--- src/rtl/cnn_l0_pkg.sv ---
// ---------------------------------------------------------------------------
// cnn_l0_pkg
// Shared constants and types for the layer-0 feature-map / pool-0 path.
//   FMAP_W : feature-map side length (26)
//   POOL_W : pooled output side length (FMAP_W/2 = 13)
//   DATA_W : pixel width (18)
//   ADDR_W : feature-map RAM address width (10)
//   l0_ctrl_state_t : sequencer state encoding
// ---------------------------------------------------------------------------
package cnn_l0_pkg;

    localparam int FMAP_W = 26;
    localparam int POOL_W = FMAP_W / 2;
    localparam int DATA_W = 18;
    localparam int ADDR_W = 10;

    typedef enum logic [1:0] {
        IDLE = 2'd0,
        FILL = 2'd1,
        SCAN = 2'd2,
        DONE = 2'd3
    } l0_ctrl_state_t;

endpackage

--- src/rtl/l0_pool_addr_gen.sv ---
// ---------------------------------------------------------------------------
// l0_pool_addr_gen
// Walks the pooled output grid (row, col) and the matching RAM read address
// of the bottom-right pixel of each 2x2 window.
// Ports:
//   clk, rst      : clock, asynchronous active-high reset
//   i_clear       : load the first window (row=col=0, addr=FMAP_W+1)
//   i_advance     : step to the next window (ignored on the last window)
//   o_addr        : RAM read address, (2*row+1)*FMAP_W + (2*col+1)
//   o_row, o_col  : pooled coordinate
//   o_last        : current window is the final one of the frame
// ---------------------------------------------------------------------------
module l0_pool_addr_gen #(
    parameter int FMAP_W = cnn_l0_pkg::FMAP_W,
    parameter int ADDR_W = cnn_l0_pkg::ADDR_W
) (
    input  logic              clk,
    input  logic              rst,
    input  logic              i_clear,
    input  logic              i_advance,
    output logic [ADDR_W-1:0] o_addr,
    output logic [3:0]        o_row,
    output logic [3:0]        o_col,
    output logic              o_last
);
    import cnn_l0_pkg::*;

    localparam logic [3:0]        LAST_RC  = 4'(FMAP_W / 2 - 1);
    localparam logic [ADDR_W-1:0] START    = ADDR_W'(FMAP_W + 1);
    // From the last window of a row: skip the rest of this pixel row and the
    // whole even pixel row below it, landing on column 1 two rows down.
    localparam logic [ADDR_W-1:0] ROW_STEP = ADDR_W'(FMAP_W + 2);
    localparam logic [ADDR_W-1:0] COL_STEP = ADDR_W'(2);

    logic [3:0]        r_row;
    logic [3:0]        r_col;
    logic [ADDR_W-1:0] r_addr;
    logic              w_last;

    assign w_last = (r_row == LAST_RC) && (r_col == LAST_RC);

    always_ff @(posedge clk or posedge rst) begin
        if (rst) begin
            r_row  <= '0;
            r_col  <= '0;
            r_addr <= '0;
        end else if (i_clear) begin
            r_row  <= '0;
            r_col  <= '0;
            r_addr <= START;
        end else if (i_advance && !w_last) begin
            if (r_col == LAST_RC) begin
                r_col  <= '0;
                r_row  <= r_row + 4'd1;
                r_addr <= r_addr + ROW_STEP;
            end else begin
                r_col  <= r_col + 4'd1;
                r_addr <= r_addr + COL_STEP;
            end
        end
    end

    assign o_addr = r_addr;
    assign o_row  = r_row;
    assign o_col  = r_col;
    assign o_last = w_last;

endmodule

--- src/rtl/l0_pool_ctrl.sv ---
// ---------------------------------------------------------------------------
// l0_pool_ctrl
// Layer-0 feature-map RAM sequencer: fills the RAM from the conv-0 stream in
// raster order, then presents the 169 non-overlapping 2x2 windows to pool-0.
//
// state | meaning
// IDLE  | waiting for the first pixel of a frame (written to address 0)
// FILL  | accepting pixels 1..675
// SCAN  | presenting windows, advancing on win_valid & win_ready
// DONE  | one-cycle done pulse, then back to IDLE
//
// Ports:
//   clk, rst                 : clock, asynchronous active-high reset
//   i_in_valid/i_in_data     : upstream pixel stream; o_in_ready accepts
//   o_wr/o_addr_wr/o_din     : RAM write port (combinational with acceptance)
//   o_rd/o_addr_rd           : RAM read enable / bottom-right window address
//   o_win_valid/i_win_ready  : window handshake to pool-0
//   o_win_row/o_win_col      : pooled coordinate of the current window
//   o_busy, o_done           : status
//   o_err                    : sticky dropped-pixel flag, only with
//                              L0_POOL_CTRL_ERR_EN defined
// ---------------------------------------------------------------------------
module l0_pool_ctrl #(
    parameter int FMAP_W = cnn_l0_pkg::FMAP_W,
    parameter int DATA_W = cnn_l0_pkg::DATA_W,
    parameter int ADDR_W = cnn_l0_pkg::ADDR_W
) (
    input  logic              clk,
    input  logic              rst,
    input  logic              i_in_valid,
    input  logic [DATA_W-1:0] i_in_data,
    output logic              o_in_ready,
    output logic              o_wr,
    output logic [ADDR_W-1:0] o_addr_wr,
    output logic [DATA_W-1:0] o_din,
    output logic              o_rd,
    output logic [ADDR_W-1:0] o_addr_rd,
    output logic              o_win_valid,
    input  logic              i_win_ready,
    output logic [3:0]        o_win_row,
    output logic [3:0]        o_win_col,
    output logic              o_busy,
    output logic              o_done
`ifdef L0_POOL_CTRL_ERR_EN
    ,
    output logic              o_err
`endif
);
    import cnn_l0_pkg::*;

    localparam logic [ADDR_W-1:0] LAST_WR = ADDR_W'(FMAP_W * FMAP_W - 1);

    l0_ctrl_state_t    r_state;
    l0_ctrl_state_t    w_state_nxt;
    logic [ADDR_W-1:0] r_wr_cnt;
    logic              w_accept;
    logic              w_fill_end;
    logic              w_advance;
    logic              w_last;
    logic [3:0]        w_row;
    logic [3:0]        w_col;

    assign w_accept   = i_in_valid && o_in_ready;
    assign w_fill_end = w_accept && (r_wr_cnt == LAST_WR);
    assign w_advance  = (r_state == SCAN) && i_win_ready;

    always_ff @(posedge clk or posedge rst) begin
        if (rst) begin
            r_state <= IDLE;
        end else begin
            r_state <= w_state_nxt;
        end
    end

    always_comb begin
        w_state_nxt = r_state;
        case (r_state)
            IDLE:    if (w_accept)           w_state_nxt = FILL;
            FILL:    if (w_fill_end)         w_state_nxt = SCAN;
            SCAN:    if (w_advance && w_last) w_state_nxt = DONE;
            DONE:                            w_state_nxt = IDLE;
            default:                         w_state_nxt = IDLE;
        endcase
    end

    always_comb begin
        o_in_ready  = 1'b0;
        o_wr        = 1'b0;
        o_rd        = 1'b0;
        o_win_valid = 1'b0;
        o_busy      = (r_state != IDLE);
        o_done      = 1'b0;
        o_win_row   = '0;
        o_win_col   = '0;
        case (r_state)
            IDLE, FILL: begin
                o_in_ready = 1'b1;
                o_wr       = i_in_valid;
            end
            SCAN: begin
                o_rd        = 1'b1;
                o_win_valid = 1'b1;
                o_win_row   = w_row;
                o_win_col   = w_col;
            end
            DONE:    o_done = 1'b1;
            default: ;
        endcase
    end

    // Wraps to 0 on the last pixel so IDLE always starts writing at address 0.
    always_ff @(posedge clk or posedge rst) begin
        if (rst) begin
            r_wr_cnt <= '0;
        end else if (w_accept) begin
            r_wr_cnt <= (r_wr_cnt == LAST_WR) ? '0 : r_wr_cnt + 1'b1;
        end
    end

    assign o_addr_wr = r_wr_cnt;
    assign o_din     = i_in_data;

    l0_pool_addr_gen #(
        .FMAP_W (FMAP_W),
        .ADDR_W (ADDR_W)
    ) u_addr_gen (
        .clk       (clk),
        .rst       (rst),
        .i_clear   (w_fill_end),
        .i_advance (w_advance),
        .o_addr    (o_addr_rd),
        .o_row     (w_row),
        .o_col     (w_col),
        .o_last    (w_last)
    );

`ifdef L0_POOL_CTRL_ERR_EN
    logic r_err;

    always_ff @(posedge clk or posedge rst) begin
        if (rst) begin
            r_err <= 1'b0;
        end else if (i_in_valid && ((r_state == SCAN) || (r_state == DONE))) begin
            r_err <= 1'b1;
        end
    end

    assign o_err = r_err;
`endif

endmodule

--- config.mk ---
export PLATFORM = sky130hd
export DESIGN_NAME = l0_pool_ctrl
export DESIGN_NICKNAME = d
export VERILOG_FILES = /design/src/rtl/cnn_l0_pkg.sv /design/src/rtl/l0_pool_addr_gen.sv /design/src/rtl/l0_pool_ctrl.sv
export SDC_FILE = /design/constraint.sdc
export NUM_CORES = 1
export LEC_CHECK = 0
export BUFFER_PORTS_ARGS = -buffer_cell sky130_fd_sc_hd__buf_2
export CAP_MARGIN = 10
export CORE_ASPECT_RATIO = 0.7
export CORE_MARGIN = 2
export CORE_UTILIZATION = 49
export CTS_CLUSTER_DIAMETER = 60
export DETAILED_ROUTE_END_ITERATION = 6
export GPL_ROUTABILITY_DRIVEN = 0
export PLACE_DENSITY = 0.83
export SYNTH_ARGS = -nofsm -noshare
export SYNTH_HDL_FRONTEND = slang
export SYNTH_HIERARCHICAL = 1
export SYNTH_SLANG_ARGS = --single-unit
--- constraint.sdc ---
create_clock -name clk -period 2.6 [get_ports clk]
set_clock_uncertainty 0.05 [all_clocks]
set_input_delay 0.52 -clock clk [delete_from_list [all_inputs] [get_ports clk]]
set_output_delay 0.52 -clock clk [all_outputs]
set_load 0.01 [all_outputs]
==> impl_results.md <==
* CTS tree: done
* Pwr Density at ~500 nW/µm²
* Initial antenna violation count at 0
* I/O pin cnt at 74
* Leak pwr at between 1 and 1.5 nW
* FF+latch count, synth at 30
* Root Driver: clkbuf_8
* Most common cell after layout, fill and taps aside: buf_2
* CTS clock-pin slew for the worst setup and hold paths at ~60 ps
* CP dominant cell by count: inv_1
* Slew headroom at between 50 and 60%
* Drt pass-1 iters at 4
* Post-DR wirelength/cell at between 10 and 15 µm
* CP startpoint kind: register
* Synth Net Count at 250
* Drt drc at 0
* Vias per cell at around 5.4
* Fillers at about 370
* Share of cells above drive strength 1 at between 20% and 30%
* Final period utilization at between 80% and 90%
* Sequential element share of the synthesized area at 37.5%
* Total GRT Usage at 19.4%
* Post-synth EDFFs at 0
* Worst EP required at between 2000 and 3000 ps
* Die Y at about 58 µm
* Starting DRT DRC Count at 79
* Routed vias at roughly 1600
* Slowest cell on crit path: or3b_2
* Grt total ovfl at 0
* CTS Buf Count at 5
* Die Area at around 4600 µm²
* Hold Vio Cnt, Final at 0
* Crit path buffers/inverters at 3
* Postcts setup bufs at 0
* Hold_buf cts at 0
* Hold/Removal Path Class: in -> async
* Post-CTS resize count at 0
* Crit Path Category: reg -> reg
* Final net count at ~270
* Core ar. at around 3900 µm²
* Synth Area per Inst at 9.28 µm²
* Site Rows at 19
* Starting Density at 51.1%
* Post-DP HPWL at ~3 mm
* Vias in the first global route at between 1000 and 1500
* Cell chain of the critical path: inv_1 > ha_1 > o21ai_2 > inv_2 > nand4_2 > inv_1 > or3b_2
* P&R area growth vs syn at 8.11%
* Slew Viols, Final at 0
* Peak supply drop at roughly 0.4 mV
* Most frequent cells in the layout: buf_2 (37), dfrtp_1 (30), nor2_1 (19)
* Fin Setup TNS at 0 ps
* Crit path max-delay family: simple AND/OR/NAND/NOR gates
* Synth cell types at 46
* Final setup viols at 0
* Post-DRT Antenna Nets at 0
* First-pass GRT wire length at between 6 and 7 mm
* Die Span X at roughly 80 µm
* RSZ-0062 raised after global routing: false
* Syn. warnings at 6
* Fin util at 55.2%
* Max-cap viol count at 0
* Highest Clock Rate at about 450 MHz
* Cell area after synthesis at around 2000 µm²
* Tmin final at between 2000 and 2500 ps
* Critical Path End Type: register
* Clock Path Buffers at 2
* Total Routed Length at approximately 4 mm
* Htree depth at 2
* Status: complete, no violations
* Clock sinks at 30
* Synth async-reset ratio at between 90% and 100%
* Main synth FF type: dfrtp_1
* Critical Path Max Stage Delay at approximately 550 ps
* Syn Inst Count at 216
* Antenna cells at 0
* CP Max Fanout at 22
* # port buffers at 37
* Slew @ Worst Pin at 743 ps
* Pin count of the biggest net entering global routing at 23
* CP Data Arrival Time at 2320 ps
* Worst-Skew Late Latency at between 200 and 300 ps
cell families (layout without fill, tap and decap cells):
family                   count (synthesis)  after routing  synth area share [%]
multiplexers                            10             10                  5.37
adder cells (fa/ha/maj)                 12             12                  7.49
AO/OA/AOI/OAI                           25             25                  8.18
buffers and inverters                   40             60                  12.0
XOR/XNOR                                10             10                  4.37
AND/OR/NAND/NOR                         89             89                  25.1
flip-flops                              30             30                  37.5
area by class of cell:
type / count / area (µm²) / area share (%)
Clock buffer: 6 / 82.6 / 3.81
Inverter: 15 / 56.3 / 2.60
Multi-Input combinational cell: 146 / 1010 / 46.7
Sequential cell: 30 / 751 / 34.6
Tap cell: 52 / 65.1 / 3.00
Timing Repair Buffer: 39 / 200 / 9.24
layer usage:
layer	global-route usage (%)	share of wire, %
met1	25.0	47
met2	28.7	44
met3	5.70	6.6
met4	12.6	2.3
met5	0	0
synthesized netlist by cell type (4+ instances only):
master	count	share of area (%)
dfrtp_1	30	37
buf_4	20	7.5
nor2_1	19	3.6
nand3_1	15	3.7
inv_1	14	2.6
nand2_1	14	2.6
ha_1	12	7.5
and2_1	10	3.1
a21oi_1	7	1.7
nor2b_1	5	1.6
xnor2_1	5	2.2
xor2_1	5	2.2
mux2i_1	4	2.0
nand4_1	4	1.2
o21ai_0	4	1.0
registers in the layout, indices dropped and copies added, names as in the netlist:
register,cells
o_addr_wr,10
u_addr_gen/o_row,4
u_addr_gen/o_col,4
r_state,2
u_addr_gen/o_addr,10
through the flow:
stage	setup WS, ps	hold WS [ps]	cell area (µm²)	total power [mW]	std cells
3_5_place_dp	386	411	2080	0.715	282
3_3_place_gp	483	422	2080	0.711	282
4_1_cts	378	220	2170	1.08	288
2_1_floorplan	476	335	2000	0.679	216
5_1_grt	185	249	2170	1.13	288
6_report	385	208	2170	1.07	288
path summary, 6_finish.rpt:
path                       slack (ps)                             start                                to  cells past startpoint
setup / recovery                  380            r_state[0]$_DFFE_PP0P_  u_addr_gen/o_addr[1]$_DFFE_PP0P_                      7
hold / removal                    210                               rst          o_addr_wr[7]$_DFFE_PP0P_                      2
setup reg to reg                  380            r_state[0]$_DFFE_PP0P_  u_addr_gen/o_addr[1]$_DFFE_PP0P_                      7
hold reg to reg                   430  u_addr_gen/o_addr[0]$_DFFE_PP0P_  u_addr_gen/o_addr[0]$_DFFE_PP0P_                      1
max in group asynchronous        1710                               rst   u_addr_gen/o_row[0]$_DFFE_PP0P_                      2
min in group clk                  430  u_addr_gen/o_addr[0]$_DFFE_PP0P_  u_addr_gen/o_addr[0]$_DFFE_PP0P_                      1
power by group:
| group | internal [mW] | switching [mW] | total (mW) |
|---|---|---|---|
| combinational | 0.0617 | 0.0744 | 0.136 |
| sequential | 0.505 | 0.0678 | 0.573 |
| clock | 0.204 | 0.161 | 0.365 |
Note: power is estimated with default switching activity, not from simulation.
